## src/rtl/lspc_irq_ctrl.sv

```systemverilog
// LSPC control registers and interrupt controller: LSPCMODE/IRQACK/TIMERSTOP
// decode, IRQ pending latches with IPL encoding, and the auto-animation divider.
module lspc_irq_ctrl (
    input  logic        LSPC_6M,
    input  logic        RESETP,
    input  logic [15:0] M68K_DATA,
    input  logic        WR_LSPC_MODE,
    input  logic        WR_IRQ_ACK,
    input  logic        WR_TIMER_STOP,
    input  logic        TIMER_IRQ,
    input  logic        VBLANK_START,
    output logic [2:0]  TIMER_MODE,
    output logic        TIMER_IRQ_EN,
    output logic        TIMER_STOP,
    output logic [7:0]  AA_SPEED,
    output logic        AA_DISABLE,
    output logic [2:0]  AA_COUNT,
    output logic [2:0]  nIPL
);

    logic       wr_mode_q, wr_mode_d;
    logic       wr_ack_q, wr_ack_d;
    logic       wr_stop_q, wr_stop_d;
    logic       tirq_q, tirq_d;
    logic       vbl_q, vbl_d;

    logic [2:0] timer_mode_q, timer_mode_d;
    logic       timer_irq_en_q, timer_irq_en_d;
    logic       timer_stop_q, timer_stop_d;
    logic [7:0] aa_speed_q, aa_speed_d;
    logic       aa_disable_q, aa_disable_d;
    logic [2:0] aa_count_q, aa_count_d;
    logic [7:0] fdiv_q, fdiv_d;

    // pend[2]=cold reset, pend[1]=timer, pend[0]=vblank
    logic [2:0] pend_q, pend_d;
    logic [2:0] nipl_q, nipl_d;
    logic       ipl_arm_q, ipl_arm_d;

    logic       mode_we;
    logic       ack_we;
    logic       stop_we;
    logic       tirq_rise;
    logic       vbl_rise;
    logic [2:0] ack_clr;
    logic [2:0] ipl_enc;

    always_comb begin
        mode_we   = WR_LSPC_MODE & ~wr_mode_q;
        ack_we    = WR_IRQ_ACK & ~wr_ack_q;
        stop_we   = WR_TIMER_STOP & ~wr_stop_q;
        tirq_rise = TIMER_IRQ & ~tirq_q;
        vbl_rise  = VBLANK_START & ~vbl_q;
        ack_clr   = ack_we ? {M68K_DATA[0], M68K_DATA[1], M68K_DATA[2]}
                           : 3'b000;
    end

    always_comb begin
        wr_mode_d      = WR_LSPC_MODE;
        wr_ack_d       = WR_IRQ_ACK;
        wr_stop_d      = WR_TIMER_STOP;
        tirq_d         = TIMER_IRQ;
        vbl_d          = VBLANK_START;
        timer_mode_d   = timer_mode_q;
        timer_irq_en_d = timer_irq_en_q;
        timer_stop_d   = timer_stop_q;
        aa_speed_d     = aa_speed_q;
        aa_disable_d   = aa_disable_q;
        aa_count_d     = aa_count_q;
        fdiv_d         = fdiv_q;

        if (mode_we) begin
            aa_speed_d     = M68K_DATA[15:8];
            timer_mode_d   = M68K_DATA[7:5];
            timer_irq_en_d = M68K_DATA[4];
            aa_disable_d   = M68K_DATA[3];
        end

        if (stop_we) begin
            timer_stop_d = M68K_DATA[0];
        end

        // New AA_SPEED only lands on the next reload, never mid-count
        if (vbl_rise && !aa_disable_q) begin
            if (fdiv_q == 8'd0) begin
                fdiv_d     = aa_speed_q;
                aa_count_d = aa_count_q + 3'd1;
            end else begin
                fdiv_d = fdiv_q - 8'd1;
            end
        end
    end

    always_comb begin
        // Clear first so a same-cycle source edge wins
        pend_d    = pend_q & ~ack_clr;
        pend_d[1] = pend_d[1] | tirq_rise;
        pend_d[0] = pend_d[0] | vbl_rise;

        priority case (1'b1)
            pend_q[2]: ipl_enc = 3'b100;
            pend_q[1]: ipl_enc = 3'b101;
            pend_q[0]: ipl_enc = 3'b110;
            default:   ipl_enc = 3'b111;
        endcase

        // Hold IPL idle for the first edge after reset release
        ipl_arm_d = 1'b1;
        nipl_d    = ipl_arm_q ? ipl_enc : 3'b111;
    end

    always_ff @(posedge LSPC_6M or negedge RESETP) begin
        if (!RESETP) begin
            wr_mode_q      <= 1'b0;
            wr_ack_q       <= 1'b0;
            wr_stop_q      <= 1'b0;
            tirq_q         <= 1'b0;
            vbl_q          <= 1'b0;
            timer_mode_q   <= 3'b000;
            timer_irq_en_q <= 1'b0;
            timer_stop_q   <= 1'b0;
            aa_speed_q     <= 8'd0;
            aa_disable_q   <= 1'b0;
            aa_count_q     <= 3'd0;
            fdiv_q         <= 8'd0;
            pend_q         <= 3'b100;
            nipl_q         <= 3'b111;
            ipl_arm_q      <= 1'b0;
        end else begin
            wr_mode_q      <= wr_mode_d;
            wr_ack_q       <= wr_ack_d;
            wr_stop_q      <= wr_stop_d;
            tirq_q         <= tirq_d;
            vbl_q          <= vbl_d;
            timer_mode_q   <= timer_mode_d;
            timer_irq_en_q <= timer_irq_en_d;
            timer_stop_q   <= timer_stop_d;
            aa_speed_q     <= aa_speed_d;
            aa_disable_q   <= aa_disable_d;
            aa_count_q     <= aa_count_d;
            fdiv_q         <= fdiv_d;
            pend_q         <= pend_d;
            nipl_q         <= nipl_d;
            ipl_arm_q      <= ipl_arm_d;
        end
    end

    assign TIMER_MODE   = timer_mode_q;
    assign TIMER_IRQ_EN = timer_irq_en_q;
    assign TIMER_STOP   = timer_stop_q;
    assign AA_SPEED     = aa_speed_q;
    assign AA_DISABLE   = aa_disable_q;
    assign AA_COUNT     = aa_count_q;
    assign nIPL         = nipl_q;

endmodule

```

## config.mk

```make
export PLATFORM = sky130hd
export DESIGN_NAME = lspc_irq_ctrl
export DESIGN_NICKNAME = d
export VERILOG_FILES = /design/src/rtl/lspc_irq_ctrl.sv
export SDC_FILE = /design/constraint.sdc
export NUM_CORES = 1
export LEC_CHECK = 0
export BUFFER_PORTS_ARGS = -buffer_cell sky130_fd_sc_hd__clkbuf_2
export CORE_ASPECT_RATIO = 2
export CORE_MARGIN = 4
export CORE_UTILIZATION = 54
export DETAILED_ROUTE_END_ITERATION = 12
export HOLD_SLACK_MARGIN = 0.15
export PLACE_DENSITY = 0.82
export SETUP_SLACK_MARGIN = 0.02
export SYNTH_ARGS = -nofsm -noshare
export SYNTH_HDL_FRONTEND = slang
export SYNTH_SLANG_ARGS = --single-unit
export TNS_END_PERCENT = 20
```

## constraint.sdc

```tcl
create_clock -name LSPC_6M -period 2.9 [get_ports LSPC_6M]
set_clock_uncertainty 0.15 [all_clocks]
set_input_delay 0.435 -clock LSPC_6M [delete_from_list [all_inputs] [get_ports LSPC_6M]]
set_output_delay 0.435 -clock LSPC_6M [all_outputs]
set_load 0.05 [all_outputs]
```

# Word level (Yosys, flattened, before mapping)
# Index checks and enable logic that the tools add are counted.
# W data, S select, Z words.
[totals]
reg_bits = 37
latchBits = 0
mem_bits_rw = 0
rom_bits = 0
inputBits = 23
output_inout_bits = 20
word_cells = 41
mem_count = 0
[op_classes]
add_sub_neg = 2
mul = 0
div_mod_pow = 0
order_cmp = 0
eq_ne = 0
shifts = 0
muxes = 6
bitwise_logic = 14
n_reduce_logical = 4
[op_table]
columns = ["cell", "count"]
rows = [
  ["$mux W3", 4],
  ["$logic_not A8 Y1", 1],
  ["$mux W8", 1],
  ["$sub A8 B1 Y8 const B", 1],
  ["$and A1 B1 Y1", 5],
  ["$not A1 Y1", 5],
  ["$add A3 B1 Y3 const B", 1],
  ["$and A3 B3 Y3", 1],
  ["$not A3 Y3", 1],
  ["$or A1 B1 Y1", 2],
  ["$reduce_and A2 Y1", 1],
  ["$logic_and A1 B1 Y1", 1],
  ["$logic_not A1 Y1", 1],
  ["$mux W1", 1],
]

# Depth between registers and ports, before layout
[logic_depth]
word_depth = 6
ltp_mapped = 7
mapped_depth_nobuf = 6

# Least setup slack after synthesis
# No wires, ideal clock.
[synth_timing]
kind = "register to register"
startpoint = "register aa_disable_q, in the netlist AA_DISABLE"
endpoint = "register fdiv_q[5]"
setup_time_ps = 134
arrival_time_ps = 1499
required_ps = 2616
slack_ps = 1117
stages_incl_launch_ff = 5
path_buffers = 1
period_less_slack_ps = 1783
path_cell_list = "dfrtp_1 -> or3_1 -> clkbuf_1 -> o41ai_1 -> o21ai_1"
[synth_between]
elab_chain_cells = 2
[synth_lines]
columns = ["item", "line", "rtl"]
rows = [
  ["start: declaration", "31", "logic aa_disable_q, aa_disable_d;"],
  ["start signal: assignment", "139", "aa_disable_q <= aa_disable_d;"],
  ["$logic_not A1 Y1", "84", "if (vbl_rise && !aa_disable_q) begin"],
  ["$logic_and A1 B1 Y1", "84", ""],
  ["end signal: assignment", "141", "fdiv_q <= fdiv_d;"],
  ["end: declaration", "33", "logic [7:0] fdiv_q, fdiv_d;"],
]
# No other way between the ends.
# A chain may end at the register's enable or synchronous reset.

# Final worst setup path
[layout_timing]
startpoint = "input VBLANK_START"
endpoint = "register fdiv_q[5]"
[layout_between]
elab_chain_cells = 2
[layout_lines]
columns = ["item", "line", "rtl"]
rows = [
  ["start: declaration", "11", "input logic VBLANK_START,"],
  ["$and A1 B1 Y1", "53", "vbl_rise = VBLANK_START & ~vbl_q;"],
  ["$logic_and A1 B1 Y1", "84", ""],
]
# No other way between the ends.

==> qor.txt <==
Fill cells: 179
Mapped Area: 1530 um^2
Chip width: 45.7 um
CTS tree: yes
CP endpoint kind: register
Die H: 83.4 um
# clock sinks: 36
Combinational share of power: 0.245
Sequential-to-total area share from yosys stat: 0.590
Die area: 3810 um^2
Hold Path Class: in -> reg
Slew headroom: 0.422
Outcome: completed
H-tree depth: 2
Root buffer cell: clkbuf_8
Pwr dens: 787 nW/um^2
Data required time at the worst endpoint: 2.90 ns
WHS Path Cells: 2
Worst Reg2Reg Path Length in Cells: 6
Global placer's final weighted congestion: 0.770
DRC: 0
Total number of vias: 1147
Main synth FF type: dfrtp_1
All-Layer GR Usage: 0.211
Switching power: 0.000503 W
Antenna Violating Nets Remaining: 0
Final setup viols: 0
CP startpoint kind: input port
Seq cells post-synth: 36
Syn Inst Count: 122
Skew-Pair Late Insertion Delay: 0.28 ns
Vias in the first global route: 1350
Asr flop ratio synth: 1.00
Slew @ Worst Pin: 0.868 ns
Antenna violations before repair: 0
Multi-input gate area: 579 um^2
Non-Filler Instances: 204
Post-CTS setup buffers: 0
Clock power share: 0.310
Pins Over Slew Limit: 0
DP Worst Slack: 0.968 ns
Commonest non-fill, non-tap cells in the layout: clkbuf_2 (41), dfrtp_1 (33), mux2_2 (14), nand2_1 (9)
Pint: 0.00103 W
Drt total wl: 3.41 mm
Clock-pin slew of the registers on the worst-case setup and hold paths: 0.07 ns
F_max: 451 MHz
Post-synth EDFFs: 0
Area growth, synth to finish: 26.8%
N_diodes: 0
Drt pass-1 iters: 4
Kind of critical path: in -> reg
Port Buf Inserts: 41
Nets@finish: 200
CTS Buf Count: 5
Largest net degree at the start of global routing: 37
Yosys warnings: 0
Vias per cell: 5.62
Switch share: 0.329
Max cap viols: 0
Drt wl/cell: 16.7 um
Register Area: 905 um^2
LEAKAGE: 0.938 nW
Placed Cells: 190
Post-layout minimum cycle time: 2.22 ns
Crit path max fanout: 10
R2R setup slack: 0.94 ns
Detailed Route Iter0 Violations: 16
Tcrit/Tclk final: 0.765
Core area: 2740 um^2
Starting Density: 0.561
Syn_area_per_cell: 12.6 um^2
CP arrival: 2.22 ns
Total negative slack: 0 ns
IO Pins: 43
Rows: 27
Fin worst setup slack: 0.681 ns
Post-synth cell types: 36
Sequential share of power: 0.445
HPWL after detailed placement: 2.32 mm
Unrepaired setup endpoints after global routing: false
Max Root-Sink Buffers: 2
GR Overflow Total: 0
Global-route wire length before repair: 5.92 mm
Fin util: 0.711
VDD IR max: 0.000586 V
Final hold vios: 0
Fraction of layout cells with a size suffix above 1: 0.411
Most common cell after layout, fill and taps aside: clkbuf_2
-- final cells by class --
cell class,count,area share
clock inverter,1,0.0154
multi-input combinational,76,0.298
timing repair buffer,48,0.140
inverter,7,0.0135
sequential,36,0.465
tap,29,0.0186
clock buffer,7,0.0495
-- worst max-delay path: stages --
cell           delay, ns
dlygate4sd3_1       0.54
clkbuf_2            0.14
inv_1               0.05
or3_1               0.50
o41ai_1             0.42
o21ai_1             0.13
-- path summary, 6_finish.rpt --
check	end	from
setup / recovery	fdiv_q[5]	VBLANK_START
hold / removal	pend_q[2]	M68K_DATA[0]
setup reg to reg	AA_COUNT[1]	fdiv_q[0]
hold reg to reg	nIPL[0]	ipl_arm_q
max in group asynchronous	fdiv_q[3]	RESETP
min in group asynchronous	ipl_arm_q	RESETP
-- per-layer routing --
metal	vias to the layer above	track usage	wire length (um)
met4	0	0.117	106
li1	525	-	-
met1	562	0.230	1160
met3	12	0.0434	205
met2	48	0.355	1930
met5	-	0	0
-- sequential cells by signal, indices dropped and copies added (netlist names) --
signal and cells:
AA_COUNT 3, AA_DISABLE 1, AA_SPEED 8, TIMER_IRQ_EN 1, TIMER_MODE 3, TIMER_STOP 1, fdiv_q 8, ipl_arm_q 1
nIPL 2, pend_q 3, tirq_q 1, vbl_q 1, wr_ack_q 1, wr_mode_q 1, wr_stop_q 1
-- stage by stage --
step,hold slack [ns],area (um^2),total power [W]
5_1_grt,0.179,1950,0.00161
3_3_place_gp,0.246,1760,0.00103
6_report,0.175,1950,0.00153
3_5_place_dp,0.269,1760,0.00105
2_1_floorplan,-0.0106,1540,0.000940
4_1_cts,0.157,1950,0.00154
-- power by group through the flow --
| stage | sequential [W] | combinational [W] | clock (W) |
|---|---|---|---|
| after CTS | 0.000679 | 0.000375 | 0.000482 |
| after global placement | 0.000676 | 0.000353 | 0 |
| after floorplan | 0.000777 | 0.000164 | 0 |
| after global routing | 0.000697 | 0.000407 | 0.000502 |
| after detailed placement | 0.000686 | 0.000364 | 0 |
| final | 0.000681 | 0.000375 | 0.000475 |
-- Yosys cell counts, drive strengths merged, types with 2 or more instances --
cell | number | area share
dfrtp | 33 | 0.54
mux2 | 15 | 0.11
nand2 | 10 | 0.029
o21ai | 9 | 0.029
inv | 7 | 0.017
a21oi | 5 | 0.016
nor2b | 4 | 0.016
a2bb2oi | 3 | 0.017
buf | 3 | 0.015
dfstp | 3 | 0.051
ha | 3 | 0.024
nand3 | 3 | 0.0098
nor3 | 3 | 0.013
or3 | 3 | 0.012
o22ai | 2 | 0.0082
xnor2 | 2 | 0.011
-- what timing repair did --
action / in CTS / in global routing
gates resized for setup: 0 / 0
hold endpoints to repair: 38 / 0
hold buffers: 6 / 0
-- cell families (layout without fill, tap and decap cells) --
group / after synthesis / count (layout) / share of synthesized area
other: 1 / 2 / 0.00244
adders and majority gates: 3 / 3 / 0.0245
xor gates and xnor gates: 2 / 2 / 0.0114
AOI/OAI and AO/OA: 25 / 25 / 0.103
buffers and inverters: 11 / 63 / 0.0351
and+or+nand+nor: 28 / 28 / 0.115
muxes: 16 / 16 / 0.119
DFF: 36 / 36 / 0.590
Power figures use the tool's default switching activity.
